File: src/rtl/shift_pkg.sv
// Shared types for the iterative shift sequencer: op-class code, shift op encoding, FSM states.
package shift_pkg;

   localparam logic [2:0] SHIFT_REG = 3'b000;

   typedef enum logic [1:0] {
      SLL = 2'd0,
      SRL = 2'd1,
      SRA = 2'd2,
      ROR = 2'd3
   } shift_op_e;

   typedef enum logic [1:0] {
      IDLE  = 2'd0,
      SHIFT = 2'd1,
      DONE  = 2'd2
   } state_e;

endpackage

File: src/rtl/shift_step.sv
// One shifter step: moves data by 1 position, or by 4 when by4 is set.
module shift_step
   import shift_pkg::*;
#(
   parameter int WIDTH = 32
) (
   input  logic [WIDTH-1:0] data,
   input  shift_op_e        op,
   input  logic             by4,
   output logic [WIDTH-1:0] step_out
);

   always_comb begin
      step_out = data;
      case (op)
         SLL: step_out = by4 ? {data[WIDTH-5:0], 4'b0000} : {data[WIDTH-2:0], 1'b0};
         SRL: step_out = by4 ? {4'b0000, data[WIDTH-1:4]} : {1'b0, data[WIDTH-1:1]};
         SRA: step_out = by4 ? {{4{data[WIDTH-1]}}, data[WIDTH-1:4]}
                             : {data[WIDTH-1], data[WIDTH-1:1]};
         ROR: step_out = by4 ? {data[3:0], data[WIDTH-1:4]} : {data[0], data[WIDTH-1:1]};
         default: step_out = data;
      endcase
   end

endmodule

File: src/rtl/shift_sequencer.sv
// Multi-cycle shift sequencer for the EX stage; iterates a one-step shifter instead of a barrel shifter.
// Define SHIFT_STEP4_EN to take 4-position steps while at least 4 positions remain.
//
// state | meaning
// IDLE  | waiting for a start strobe
// SHIFT | stepping data until the remaining count reaches zero
// DONE  | result_valid high for this cycle; a new start may be accepted here
module shift_sequencer
   import shift_pkg::*;
#(
   parameter int WIDTH = 32,
   parameter int AMT_W = 5
) (
   input  logic             CLOCK,
   input  logic             RESET,
   input  logic             enable_ex,
   input  logic [2:0]       control_in,
   input  logic [1:0]       shift_op,
   input  logic             amt_sel,
   input  logic [AMT_W-1:0] imm,
   input  logic [AMT_W-1:0] src2,
   input  logic [WIDTH-1:0] operand,
   input  logic             flush,
   output logic             busy,
   output logic [AMT_W-1:0] shift_number,
   output logic [WIDTH-1:0] result,
   output logic             result_valid
);

   state_e           state_q;
   state_e           state_d;
   logic [WIDTH-1:0] data_q;
   logic [WIDTH-1:0] step_data;
   logic [AMT_W-1:0] cnt_q;
   logic [AMT_W-1:0] amount;
   logic [AMT_W-1:0] step_size;
   shift_op_e        op_q;
   logic             start;
   logic             cnt_zero;
   logic             by4;

   assign start    = enable_ex && (control_in == SHIFT_REG);
   assign amount   = amt_sel ? src2 : imm;
   assign cnt_zero = (cnt_q == '0);
   assign busy     = (state_q == SHIFT);

`ifdef SHIFT_STEP4_EN
   assign by4 = (cnt_q >= AMT_W'(4));
`else
   assign by4 = 1'b0;
`endif

   assign step_size = by4 ? AMT_W'(4) : AMT_W'(1);

   shift_step #(
      .WIDTH (WIDTH)
   ) u_step (
      .data     (data_q),
      .op       (op_q),
      .by4      (by4),
      .step_out (step_data)
   );

   always_comb begin
      state_d = state_q;
      case (state_q)
         IDLE:    if (start) state_d = SHIFT;
         SHIFT:   if (cnt_zero) state_d = DONE;
         DONE:    state_d = start ? SHIFT : IDLE;
         default: state_d = IDLE;
      endcase
      if (flush) state_d = IDLE;
   end

   always_ff @(posedge CLOCK) begin
      if (RESET) begin
         state_q      <= IDLE;
         data_q       <= '0;
         cnt_q        <= '0;
         op_q         <= SLL;
         shift_number <= '0;
         result       <= '0;
         result_valid <= 1'b0;
      end else begin
         state_q      <= state_d;
         result_valid <= 1'b0;
         if (flush) begin
            cnt_q <= '0;
         end else begin
            case (state_q)
               IDLE, DONE: begin
                  if (start) begin
                     data_q       <= operand;
                     cnt_q        <= amount;
                     shift_number <= amount;
                     op_q         <= shift_op_e'(shift_op);
                  end
               end
               SHIFT: begin
                  if (!cnt_zero) begin
                     data_q <= step_data;
                     cnt_q  <= cnt_q - step_size;
                  end else begin
                     result       <= data_q;
                     result_valid <= 1'b1;
                  end
               end
               default: ;
            endcase
         end
      end
   end

endmodule

File: config.mk
export PLATFORM = sky130hd
export DESIGN_NAME = shift_sequencer
export DESIGN_NICKNAME = d
export VERILOG_FILES = /design/src/rtl/shift_pkg.sv /design/src/rtl/shift_step.sv /design/src/rtl/shift_sequencer.sv
export SDC_FILE = /design/constraint.sdc
export NUM_CORES = 1
export LEC_CHECK = 0
export ABC_CLOCK_PERIOD_IN_PS = 1700
export BUFFER_PORTS_ARGS = -buffer_cell sky130_fd_sc_hd__clkbuf_2
export CAP_MARGIN = 5
export CORE_ASPECT_RATIO = 0.6
export CORE_MARGIN = 4
export CORE_UTILIZATION = 47
export CTS_CLUSTER_SIZE = 24
export DETAILED_ROUTE_END_ITERATION = 8
export PLACE_DENSITY = 0.75
export SLEW_MARGIN = 15
export SYNTH_ARGS = -nofsm -noshare
export SYNTH_HDL_FRONTEND = slang
export SYNTH_SLANG_ARGS = --single-unit
File: constraint.sdc
create_clock -name CLOCK -period 1.7 [get_ports CLOCK]
set_input_delay 0.17 -clock CLOCK [delete_from_list [all_inputs] [get_ports CLOCK]]
set_output_delay 0.17 -clock CLOCK [all_outputs]
set_load 0.01 [all_outputs]
==> results.md <==
- RSZ-0062 raised after global routing: yes
- Crit path launch type: register
- Global route overflow: 0
- Placed instance area: 4208 µm²
- Distinct cells, synth: 39
- Reg clk slew, reported paths: 0.06 ns
- Synthesized flop and latch total: 79
- Rows: 24
- Core ar.: around 7300 µm²
- Vias in the first global route: ~3100
- Starting DRT DRC Count: 291
- Max-cap viol count: 0
- Total GRT Usage: roughly 23%
- Syn nets: roughly 450
- Die Area: about 9000 µm²
- Share of cells above drive strength 1: ~33%
- Period utilization: 109.6%
- Sequential element share of the synthesized area: 44.93%
- First-pass GRT wire length: approximately 16 mm
- Maximum VDD drop: between 0.5 and 0.6 mV
- Min-delay worst type: input port to register
- Initial antenna violation count: 0
- TritonCTS clock tree: built
- Final wirelength: 10.17 mm
- TritonCTS Buffers: 9
- Avg Inst Size Synth: 8.777 µm²
- Async SR Flop Fraction: 0%
- F_max: roughly 540 MHz
- Routed Antenna Nets: 0
- EDFF count, synth: 0
- GP Congestion: around 0.80
- DP Wirelength: roughly 6.7 mm
- H-tree depth: 3
- Reg-to-reg startpoint: cnt_q[1]
- Die height: about 75 µm
- Starting Density: between 40% and 50%
- Pwr Total: ~3.9 mW
- Tmin final: around 1.9 ns
- Power Density: roughly 840 nW/µm²
- Cells after Synth: between 400 and 500
- Max Transition Viols Final: 0
- Status: complete, but fails checks
- Largest net degree at the start of global routing: 38
- Critical Path End Type: register
- CTS root buffer: clkbuf_16
- N_diodes: 0
- Worst skew pair latency: between 0.3 and 0.4 ns
- Clock sinks: just under 80
- Worst path required time: between 1.5 and 2 ns
- Fin. Hold Viols: 0
- Filler cell count in the final layout: 638
- Final nets: roughly 560
- Routed WL per cell: approximately 17 µm
- Critical path startpoint: cnt_q[1]
- Chip width: 119.7 µm
- Synthesized cell area: 3520 µm²
- Critical Path AT: around 2.1 ns
- Crit path kind: register to register
- Design Area, Final: roughly 4700 µm²
- Hold buffer count at CTS: 0
- Main synth FF type: dfxtp_1
- Setup Skew: approximately 0.0048 ns
- LEAKAGE: 2.185 nW
- Initial DRT Pass Iterations: 5
- Port bufs: 90
- Via-per-instance ratio: around 5.5
- Violated checks: negative setup slack
- Setup TNS: -7.899 ns
- Final setup violation count: 68
- Boundary Pins: 91
- Worst setup margin: -0.1632 ns
- Via count: about 3400
- Hold Crit Start: shift_op[0]
- YS warnings: 0
- Max transition margin: about two thirds
- CTS max path bufs: 2
- Area Growth Syn to Fin: 32.17%
- Worst-margin pin slew: just under 0.5 ns
- CP Max Fanout: 16
- Drt drc: 0
## sequential cells by signal, indices dropped and copies added, names as in the netlist
signal	flops
state_q	2
result	32
op_q	2
cnt_q	5
shift_number	5
data_q	32
result_valid	1
## cell usage after synthesis (2+ instances only)
master    count  area share (%)
buf_2        16             2.3
a21oi_1      36             5.1
clkbuf_1     13             1.4
inv_1         3            0.32
a22oi_1       2            0.43
buf_6         3            0.96
nor3_1        2            0.28
o21ai_0      32             4.6
nand2_1      95              10
nor2_1       14             1.5
a22o_1       30             7.5
dfxtp_1      79              45
o21bai_1      2            0.43
a211oi_1      7             1.5
mux2i_1      40              11
nand2b_1      4            0.71
## cell usage in the layout (no fill, tap or decap), drive strengths merged, types with 2 or more instances in the layout
master	instances
buf	34
clkbuf	102
a21oi	36
o21bai	2
nor2	16
nor3	3
nor4	3
a22oi	4
nand2b	4
mux2i	40
a22o	30
o21ai	32
a211oi	7
nand2	95
dfxtp	79
clkinv	5
inv	4
## worst max-delay path, cell delays in order (launching register included)
cell	delay, ns
dfxtp_2	0.32
inv_2	0.06
ha_4	0.13
or4b_4	0.50
a22oi_4	0.18
buf_6	0.14
buf_12	0.10
nor2_4	0.09
a22o_1	0.24
## path summary, 6_finish.rpt
check               end  slack (ns)  depth (start not counted)
max reg2reg  data_q[22]       -0.16                          8
min reg2reg   result[8]        0.45                          2
max          data_q[22]       -0.16                          8
min             op_q[0]        0.07                          3
## cell families after synthesis
family | after synthesis | synth area share (%)
adder cells (fa/ha/maj) | 1 | 0.3554
multiplexers | 40 | 11.38
flip-flops | 79 | 44.93
buffers and inverters | 36 | 5.048
AND/OR/NAND/NOR | 129 | 16.46
AO/OA/AOI/OAI | 116 | 21.83
## area by class of cell
cell class	count	area [µm²]	share of cell area, %
Multi-Input combinational cell	287	1841	39.56
Sequential cell	79	1584	34.05
Timing Repair Buffer	125	824.5	17.72
Clock buffer	11	232.7	5.003
Tap cell	104	130.1	2.797
Clock inverter	5	25.02	0.5379
Inverter	4	15.01	0.3228
## report_power, final
part / switching, mW / total, mW / internal [mW]
combinational: 0.165 / 0.316 / 0.152
clock: 0.724 / 1.70 / 0.975
sequential: 0.0156 / 1.88 / 1.87
total: 0.905 / 3.90 / 2.99
## through the flow
step	utilization [%]	setup slack, ns	instances	hold slack, ns
floorplan	-	-0.03100	401	0.3172
global placement	57.90	-0.1139	590	0.4096
detailed placement	57.90	-0.1622	590	0.4161
CTS	63.45	-0.1438	613	0.06031
global route	64.02	-0.2435	615	0.07735
finish	64.02	-0.1632	615	0.07118
## metal layers
metal / global-route usage, % / part of all wire (%) / vias up
met5: 0 / 0 / -
met4: 7.868 / 1.5 / 0
met3: 6.081 / 7.0 / 14
met2: 35.69 / 45 / 119
met1: 30.60 / 47 / 1597
li1: - / - / 1630
## what timing repair did
item                       4_1_cts  5_1_grt
setup endpoints to repair       67       69
resized for setup               11        7
setup buffers                    5        2
pin swaps                        3       19
gates cloned                     2        1
(Power assumes the default switching activity.)
